## src/rtl/cray_mult_pkg.sv

```systemverilog
// rtl/cray_mult_pkg.sv - shared helpers for the pipelined address multiplier
package cray_mult_pkg;

    localparam int MAX_W = 64;

    typedef enum logic {
        MODE_UNSIGNED = 1'b0,
        MODE_SIGNED   = 1'b1
    } mult_mode_e;

    function automatic int ceil_div(input int a, input int b);
        return (a + b - 1) / b;
    endfunction

    // Product is passed zero-extended to MAX_W*2; only bits [2w-1:0] are meaningful.
    function automatic logic ovf_check(input logic [2*MAX_W-1:0] prod, input int w,
                                       input mult_mode_e mode);
        logic r;
        r = 1'b0;
        for (int i = 0; i < 2*MAX_W; i++) begin
            if (mode == MODE_SIGNED) begin
                if (i >= w - 1 && i < 2*w && prod[i] != prod[2*w-1])
                    r = 1'b1;
            end else begin
                if (i >= w && i < 2*w && prod[i])
                    r = 1'b1;
            end
        end
        return r;
    endfunction

endpackage

```

## src/rtl/addr_mult_stage.sv

```systemverilog
// rtl/addr_mult_stage.sv - one registered PP_PER_STAGE-bit accumulate step
module addr_mult_stage
    import cray_mult_pkg::*;
#(
    parameter int WIDTH        = 24,
    parameter int PP_PER_STAGE = 4,
    parameter int TAG_W        = 3,
    parameter int STAGE_IDX    = 1
) (
    input  logic                 clk,
    input  logic                 rst_n,
    input  logic                 i_flush,
    input  logic                 i_valid,
    input  logic                 i_signed,
    input  logic [TAG_W-1:0]     i_tag,
    input  logic [2*WIDTH-1:0]   i_mcand,
    input  logic [WIDTH-1:0]     i_mplier,
    input  logic [2*WIDTH-1:0]   i_acc,
    output logic                 o_valid,
    output logic                 o_signed,
    output logic [TAG_W-1:0]     o_tag,
    output logic [2*WIDTH-1:0]   o_mcand,
    output logic [WIDTH-1:0]     o_mplier,
    output logic [2*WIDTH-1:0]   o_acc
);

    localparam int LO = (STAGE_IDX - 1) * PP_PER_STAGE;

    typedef struct packed {
        logic                valid;
        mult_mode_e          mode;
        logic [TAG_W-1:0]    tag;
        logic [2*WIDTH-1:0]  mcand;
        logic [WIDTH-1:0]    mplier;
        logic [2*WIDTH-1:0]  acc;
    } stage_t;

    stage_t r_stage;

    // Padding lets a short final stage index past WIDTH; those bits read as zero.
    logic [WIDTH+PP_PER_STAGE-1:0] w_mp_pad;
    logic [2*WIDTH-1:0]            w_sum;

    assign w_mp_pad = {{PP_PER_STAGE{1'b0}}, i_mplier};

    always_comb begin
        w_sum = i_acc;
        for (int j = 0; j < PP_PER_STAGE; j++) begin
            if (w_mp_pad[LO+j]) begin
                // Signed multiplier MSB carries weight -2^(W-1).
                if (i_signed && (LO + j == WIDTH - 1))
                    w_sum = w_sum - (i_mcand << (LO + j));
                else
                    w_sum = w_sum + (i_mcand << (LO + j));
            end
        end
    end

    always_ff @(posedge clk or negedge rst_n) begin
        if (!rst_n) begin
            r_stage <= '0;
        end else begin
            r_stage.valid <= i_valid & ~i_flush;
            if (i_valid) begin
                r_stage.mode   <= i_signed ? MODE_SIGNED : MODE_UNSIGNED;
                r_stage.tag    <= i_tag;
                r_stage.mcand  <= i_mcand;
                r_stage.mplier <= i_mplier;
                r_stage.acc    <= w_sum;
            end
        end
    end

    assign o_valid  = r_stage.valid;
    assign o_signed = (r_stage.mode == MODE_SIGNED);
    assign o_tag    = r_stage.tag;
    assign o_mcand  = r_stage.mcand;
    assign o_mplier = r_stage.mplier;
    assign o_acc    = r_stage.acc;

endmodule

```

## src/rtl/addr_mult_pipe.sv

```systemverilog
// rtl/addr_mult_pipe.sv - fully pipelined A-register multiply unit with tag tracking and flush
module addr_mult_pipe
    import cray_mult_pkg::*;
#(
    parameter int WIDTH        = 24,
    parameter int PP_PER_STAGE = 4,
    parameter int TAG_W        = 3
) (
    input  logic               clk,
    input  logic               rst_n,
    input  logic               i_valid,
    input  logic [WIDTH-1:0]   i_aj,
    input  logic [WIDTH-1:0]   i_ak,
    input  logic               i_signed,
    input  logic [TAG_W-1:0]   i_tag,
    input  logic               i_flush,
    output logic               o_valid,
    output logic [WIDTH-1:0]   o_result,
    output logic               o_overflow,
    output logic [TAG_W-1:0]   o_tag,
    output logic               o_busy
);

    localparam int NSTAGE = ceil_div(WIDTH, PP_PER_STAGE);

    logic               w_valid  [0:NSTAGE];
    logic               w_signed [0:NSTAGE];
    logic [TAG_W-1:0]   w_tag    [0:NSTAGE];
    logic [2*WIDTH-1:0] w_mcand  [0:NSTAGE];
    logic [WIDTH-1:0]   w_mplier [0:NSTAGE];
    logic [2*WIDTH-1:0] w_acc    [0:NSTAGE];
    logic               w_busy;
    logic               w_ovf;

    logic               r_valid;
    logic [WIDTH-1:0]   r_result;
    logic               r_overflow;
    logic [TAG_W-1:0]   r_tag;

    assign w_valid[0]  = i_valid;
    assign w_signed[0] = i_signed;
    assign w_tag[0]    = i_tag;
    assign w_mcand[0]  = i_signed ? {{WIDTH{i_aj[WIDTH-1]}}, i_aj} : {{WIDTH{1'b0}}, i_aj};
    assign w_mplier[0] = i_ak;
    assign w_acc[0]    = '0;

    generate
        for (genvar s = 1; s <= NSTAGE; s++) begin : g_stage
            addr_mult_stage #(
                .WIDTH        (WIDTH),
                .PP_PER_STAGE (PP_PER_STAGE),
                .TAG_W        (TAG_W),
                .STAGE_IDX    (s)
            ) u_stage (
                .clk      (clk),
                .rst_n    (rst_n),
                .i_flush  (i_flush),
                .i_valid  (w_valid[s-1]),
                .i_signed (w_signed[s-1]),
                .i_tag    (w_tag[s-1]),
                .i_mcand  (w_mcand[s-1]),
                .i_mplier (w_mplier[s-1]),
                .i_acc    (w_acc[s-1]),
                .o_valid  (w_valid[s]),
                .o_signed (w_signed[s]),
                .o_tag    (w_tag[s]),
                .o_mcand  (w_mcand[s]),
                .o_mplier (w_mplier[s]),
                .o_acc    (w_acc[s])
            );
        end
    endgenerate

    always_comb begin
        w_busy = 1'b0;
        for (int s = 1; s <= NSTAGE; s++)
            w_busy = w_busy | w_valid[s];
    end

    assign w_ovf = ovf_check({{(2*MAX_W-2*WIDTH){1'b0}}, w_acc[NSTAGE]}, WIDTH,
                             w_signed[NSTAGE] ? MODE_SIGNED : MODE_UNSIGNED);

    // Result fields only move when a live op lands, so they hold across idle cycles.
    always_ff @(posedge clk or negedge rst_n) begin
        if (!rst_n) begin
            r_valid    <= 1'b0;
            r_result   <= '0;
            r_overflow <= 1'b0;
            r_tag      <= '0;
        end else begin
            r_valid <= w_valid[NSTAGE] & ~i_flush;
            if (w_valid[NSTAGE] && !i_flush) begin
                r_result   <= w_acc[NSTAGE][WIDTH-1:0];
                r_overflow <= w_ovf;
                r_tag      <= w_tag[NSTAGE];
            end
        end
    end

    assign o_valid    = r_valid;
    assign o_result   = r_result;
    assign o_overflow = r_overflow;
    assign o_tag      = r_tag;
    assign o_busy     = w_busy;

endmodule

```

## config.mk

```make
export PLATFORM = sky130hd
export DESIGN_NAME = addr_mult_pipe
export DESIGN_NICKNAME = d
export VERILOG_FILES = /design/src/rtl/cray_mult_pkg.sv /design/src/rtl/addr_mult_stage.sv /design/src/rtl/addr_mult_pipe.sv
export SDC_FILE = /design/constraint.sdc
export NUM_CORES = 2
export LEC_CHECK = 0
export CAP_MARGIN = 25
export CORE_ASPECT_RATIO = 1.4
export CORE_UTILIZATION = 60
export CTS_CLUSTER_DIAMETER = 120
export DETAILED_ROUTE_END_ITERATION = 7
export HOLD_SLACK_MARGIN = 0.15
export PLACE_DENSITY = 0.8
export RECOVER_POWER = 25
export SYNTH_ARGS = -nofsm -noshare
export SYNTH_HDL_FRONTEND = slang
export SYNTH_SLANG_ARGS = --single-unit
```

## constraint.sdc

```tcl
create_clock -name clk -period 8.9 [get_ports clk]
set_input_delay 0.89 -clock clk [delete_from_list [all_inputs] [get_ports clk]]
set_output_delay 0.89 -clock clk [all_outputs]
set_load 0.02 [all_outputs]
```

Word-level counts from Yosys, hierarchy flattened
Cells that the tools add are included.
Word-level totals
  bits in registers: 647
  logic and storage cells: 207
  input port bits: 56
Operators by class
  muxes and demuxes: 106
  reduce and logical (&&, ||, !) cells: 2
  eq/ne operators: 24
  add/subtract/negate cells: 24
  bitwise operators: 13
Operators with widths (count)
  48-bit 2-to-1 mux: 26
  48-bit adder: 23
  1-bit 2-to-1 mux: 80
  48-bit subtractor: 1
  1-bit inequality test: 24
  1-bit AND: 7
  1-bit OR: 5
  1-bit logical AND: 1
  1-bit zero test: 1
  1-bit NOT: 1

Longest topological paths before layout
  depth after elaboration: 51
  gate-level depth with buffers: 48
  mapped depth without buffers: 48

By module
A second synthesis with hierarchy kept.
Second synthesis, totals
  cells, all modules: 9903
  area, all modules: 84767.5 um^2
By module, submodules not included
  addr_mult_stage (g_stage[1].u_stage): cells an instance 2085, sequential area each 3128.0 um^2, area an instance 16871.2 um^2, instances 1
  addr_mult_stage (g_stage[2].u_stage): cells an instance 1851, sequential area each 3128.0 um^2, area an instance 15388.5 um^2, instances 1
  addr_mult_stage (g_stage[3].u_stage): cells an instance 1675, sequential area each 3128.0 um^2, area an instance 14316.2 um^2, instances 1
  addr_mult_stage (g_stage[4].u_stage): cells an instance 1511, sequential area each 3128.0 um^2, area an instance 13077.5 um^2, instances 1
  addr_mult_stage (g_stage[5].u_stage): cells an instance 1473, sequential area each 3128.0 um^2, area an instance 12682.2 um^2, instances 1
  addr_mult_stage (g_stage[6].u_stage): cells an instance 1221, sequential area each 3128.0 um^2, area an instance 11212.0 um^2, instances 1
  addr_mult_pipe: cells an instance 87, sequential area each 725.7 um^2, area an instance 1219.9 um^2, instances 1

Worst setup path before layout
No wires, ideal clock.
  kind: register -> register
  start: reg g_stage[2].u_stage.r_stage, in the netlist g_stage[2].u_stage.o_mcand[1]
  end: reg g_stage[3].u_stage.r_stage, in the netlist g_stage[3].u_stage.o_acc[47]
  path buffers: 0
  required time: 8776 ps
  period minus slack after synthesis: 9180 ps
  cell stages (with the launch flop): 43
  arrival: 9056 ps
  slack: -280 ps
  cell sequence: dfrtp_1 ha_1 a211oi_1 o211ai_1 a31o_2 a21o_1 a21o_1 a21oi_1 o21bai_1 xor2_1 mux2_2 ha_1 a21o_1 a21o_1 a21o_1 or3b_2 a21oi_1 o31ai_1 [... 7 more ...] a21bo_2 a211oi_1 a21oi_1 o21a_1 nor2_1 xnor2_1 mux2_2 ha_1 nand4_1 a2111oi_1 o2111ai_1 and3b_1 or3_1 and3_1 xnor2_1 xnor2_1 and3_1 a211o_1
On the way
  longest elaborated chain between the ends: 8
Ends and longest elaborated chain
  from (decl): line addr_mult_stage.sv:38  | stage_t r_stage;
  48-bit adder: line addr_mult_stage.sv:54  | w_sum = w_sum + (i_mcand << (LO + j));
  48-bit 2-to-1 mux: line addr_mult_stage.sv:49  | if (w_mp_pad[LO+j]) begin
  48-bit adder: line addr_mult_stage.sv:54
  48-bit 2-to-1 mux: line addr_mult_stage.sv:49
  48-bit adder: line addr_mult_stage.sv:54
  48-bit 2-to-1 mux: line addr_mult_stage.sv:49
  48-bit adder: line addr_mult_stage.sv:54
  48-bit 2-to-1 mux (*): line addr_mult_stage.sv:49
  to (decl): line addr_mult_stage.sv:38
Mark *: on every way between the ends. The rest lies on a longest branch, timed or not.
A chain may end at the register's enable or synchronous reset.

Final worst setup path
  start: reg g_stage[1].u_stage.r_stage, in the netlist g_stage[1].u_stage.o_mcand[0]
  end: reg g_stage[2].u_stage.r_stage, in the netlist g_stage[2].u_stage.o_acc[44]
On the way
  longest elaborated chain between the ends: 8
Ends and longest elaborated chain (line)
  from (decl): addr_mult_stage.sv:38
  48-bit adder: addr_mult_stage.sv:54
  48-bit 2-to-1 mux: addr_mult_stage.sv:49
  48-bit adder: addr_mult_stage.sv:54
  48-bit 2-to-1 mux: addr_mult_stage.sv:49
  48-bit adder: addr_mult_stage.sv:54
  48-bit 2-to-1 mux: addr_mult_stage.sv:49
  48-bit adder: addr_mult_stage.sv:54
  48-bit 2-to-1 mux (*): addr_mult_stage.sv:49
Marked as above.

==> out/results.txt <==
largest family of logic cells by synthesized area - compound AO/OA/AOI/OAI gates
CP max stage delay - 0.42 ns
number of buffers and inverters on the critical path - 5
Final Hold Violating Endpoints - 0
Peak Freq - 0.109 GHz
post-cts hold buffer count - 0
syn_area_per_cell - 8.19 um2
CTS tree - yes
Clock Sinks - 532
Crit Path Class - reg -> reg
Worst Path Arrival - 9.65 ns
Seq/Total Area, Yosys - 20.0%
vias in the first global route - 69,300
cell area after synthesis - 66,500 um2
DR iter-0 viols - 4,016
Post-Syn Instances - 8,116
DRC viols - 0
Least-Margin Pin Slew - 5.89 ns
Finish-stage setup viols - 11
Synth area leaders - dfrtp_1 (20%), ha_1 (15%), mux2_2 (8.7%)
layout cells sized above 1 - 25.6%
first-pass GRT wire length - 349 mm
Req. time, crit path - 9.41 ns
Chip Height - 396 um
crit start category - register
crit path max-delay cell type - a222oi_1
P&R area growth vs syn - 24.6%
gr ovfl total - 0
DIE AREA - 112,000 um2
multi-input combinational cell area - 53,300 um2
Clock Tree Root - clkbuf_16
Final min period - 9.15 ns
Hold Crit Class - reg -> reg
CP Max Fanout - 5
Synth Area in XOR/XNOR - 8.77%
Worst Setup Slack, final - -0.248 ns
I/O pins - 86
Bufs on Longest Clock Path - 3
CTS H-tree lvls - 2
Die Wd - 283 um
register area - 13,300 um2
Yosys top cell by area - dfrtp_1
Synth async-reset ratio - 100%
post-place instance area - 77,300 um2
largest net degree at the start of global routing - 144
final WL - 226 mm
Detail Route Antenna Nets - 0
Synth top area share - 20.0%
DRT Pass-1 Iters - 8
initial core utilization - 60.5%
post-DR vias/cell - 6.30
All-Layer GR Usage - 38.4%
Cell Rows - 144
Final period util - 103%
unrepaired setup endpoints after global routing - true
failing checks - capacitance limit, slew limit, setup timing
complex-gate fraction of the synthesized area - 27.4%
CTS clk-pin slew, worst paths - 0.07 ns
CTS buffer count - 58
Post-Syn Nets - 8,994
Crit. End Element - register
Max-Cap Viols - 1
Post-synth EDFFs - 0
initial antenna violation count - 7
Yosys cell types - 96
fill count - 8,130
Yosys reg bits - 532
Final Skew - 0.0411 ns
Via Count - 68,300
Yosys Warn Count - 0
CP top delay family - compound AO/OA/AOI/OAI gates
main flop type after synthesis - dfrtp_1
clk_lat worst skew - 0.68 ns
status - finished with violations
portion of netlist area occupied by mux cells - 10.5%
Slew HR - -293%
Adder-Cell Fraction of Synth Area - 15.7%
routability cong. - 1.06
post-synthesis simple-gate area fraction - 14.1%
Port Buffer Count - 85
Placeable Area - 110,000 um2
DR WL/cell - 20.8 um
Net count, final - 10,200
Detailed Place HPWL - 175 mm
Max Slew Vio Count - 100
post-route cell area - 82,800 um2
path summary, 6_finish.rpt:
path	cells past startpoint	slack, ns	endpoint	startpoint
max	46	-0.25	g_stage[2].u_stage.o_acc[44]	g_stage[1].u_stage.o_mcand[0]
min	2	0.48	g_stage[5].u_stage.o_mplier[23]	g_stage[4].u_stage.o_mplier[23]
max reg2reg	46	-0.25	g_stage[2].u_stage.o_acc[44]	g_stage[1].u_stage.o_mcand[0]
min reg2reg	2	0.48	g_stage[5].u_stage.o_mplier[23]	g_stage[4].u_stage.o_mplier[23]
max in group asynchronous	1	3.15	g_stage[4].u_stage.o_acc[28]	rst_n
min in group asynchronous	1	2.38	g_stage[6].u_stage.o_acc[36]	rst_n
layer usage:
| layer | part of all wire [%] | track usage [%] | routed length, um | vias to the layer above |
|---|---|---|---|---|
| li1 | - | - | - | 32400 |
| met5 | 0 | 0 | 0 | - |
| met2 | 50 | 70.9 | 114000 | 2265 |
| met1 | 34 | 36.7 | 77700 | 32500 |
| met4 | 11 | 36.6 | 24800 | 0 |
| met3 | 4.3 | 4.32 | 9670 | 1131 |
what timing repair did:
item | in CTS | in global routing
gates resized for setup | 221 | 299
setup buffers | 62 | 69
endpoints found under the setup margin | 26 | 50
cloned | 0 | 0
pin swaps | 129 | 246
sequential cells by signal (all words and copies together) (netlist names):
register	count
g_stage.u_stage.o_acc	288
g_stage.u_stage.o_mcand	125
g_stage.u_stage.o_mplier	60
o_result	24
g_stage.u_stage.o_tag	18
g_stage.u_stage.o_signed	6
g_stage.u_stage.o_valid	6
o_tag	3
o_overflow	1
o_valid	1
cell usage in the layout (no fill, tap or decap), drive strengths merged, types with 33 or more instances in the layout:
cell type	n
clkbuf	75
clkdlybuf4s50	78
nor2b	115
nand2	570
nand4	52
xor2	212
or3	41
xnor2	451
nor3	130
o21ai	550
ha	799
and3	59
nand3	149
o21a	123
a21o	432
mux2	512
dfrtp	532
nor2	619
a21oi	884
nand2b	114
a211oi	87
a211o	33
mux2i	120
buf	1318
and2	52
o21bai	150
a221o	33
inv	356
a31oi	106
o31ai	45
o211ai	71
metrics by stage:
| step | setup TNS (ns) | std cells | setup WS, ns | util (%) | hold WS, ns |
|---|---|---|---|---|---|
| final | -1.48 | 10800 | -0.248 | 75.3 | 0.483 |
| after global routing | -8.09 | 10800 | -0.688 | 75.3 | 0.518 |
| after CTS | 0 | 10800 | 0.000731 | 73.6 | 0.272 |
| after detailed placement | -11.09 | 10600 | -0.837 | 70.3 | 0.485 |
| after global placement | -6.36 | 10600 | -0.587 | 70.3 | 0.460 |
| after floorplan | 0 | 8116 | 0.00732 | - | 0.448 |
worst register-to-register path: cells and delay by family, from the launching register on:
kind                     cells  cell delay (ns)
AND/OR/NAND/NOR              4             0.44
buffers and inverters        5             0.81
adder cells (fa/ha/maj)      5             1.56
AO/OA/AOI/OAI               28             5.11
flip-flops                   1             0.38
XOR/XNOR                     2             0.29
multiplexers                 2             0.38
cell families (layout without fill, tap and decap cells):
logic type | count (synthesis) | in the layout
multiplexers | 632 | 632
AO/OA/AOI/OAI | 2840 | 2840
other | 0 | 6
flip-flops | 532 | 532
buffers and inverters | 617 | 1868
AND/OR/NAND/NOR | 2009 | 2009
adder cells (fa/ha/maj) | 822 | 822
XOR/XNOR | 664 | 664
final cells by class:
class,instances,area share [%]
antenna,6,0.0181
tap,1460,2.21
multi-input combinational,6967,64.4
clock inverter,36,0.645
sequential,532,16.1
inverter,356,1.61
timing repair buffer,1404,13.1
clock buffer,72,1.89
synth_stat cells (40+ instances only):
master and count:
nand2_1 570, a21oi_1 882, nand2b_1 114, o31ai_1 43, nor2b_1 115, ha_1 799
o21ai_0 537, nor3_1 129, nand3_1 149, nor2_1 619, xnor2_1 451, a21o_1 432
inv_1 347, and3_1 59, o21bai_1 150, clkbuf_1 201, mux2_2 511, a31oi_1 106
o21a_1 123, mux2i_1 120, dfrtp_1 532, or3_1 40, buf_1 56, a211oi_1 84
nand4_1 52, and2_1 52, xor2_1 212, o211ai_1 70
Power is not shown: default switching activity piles up to over one toggle a cycle in this logic, so the estimate is an artifact.
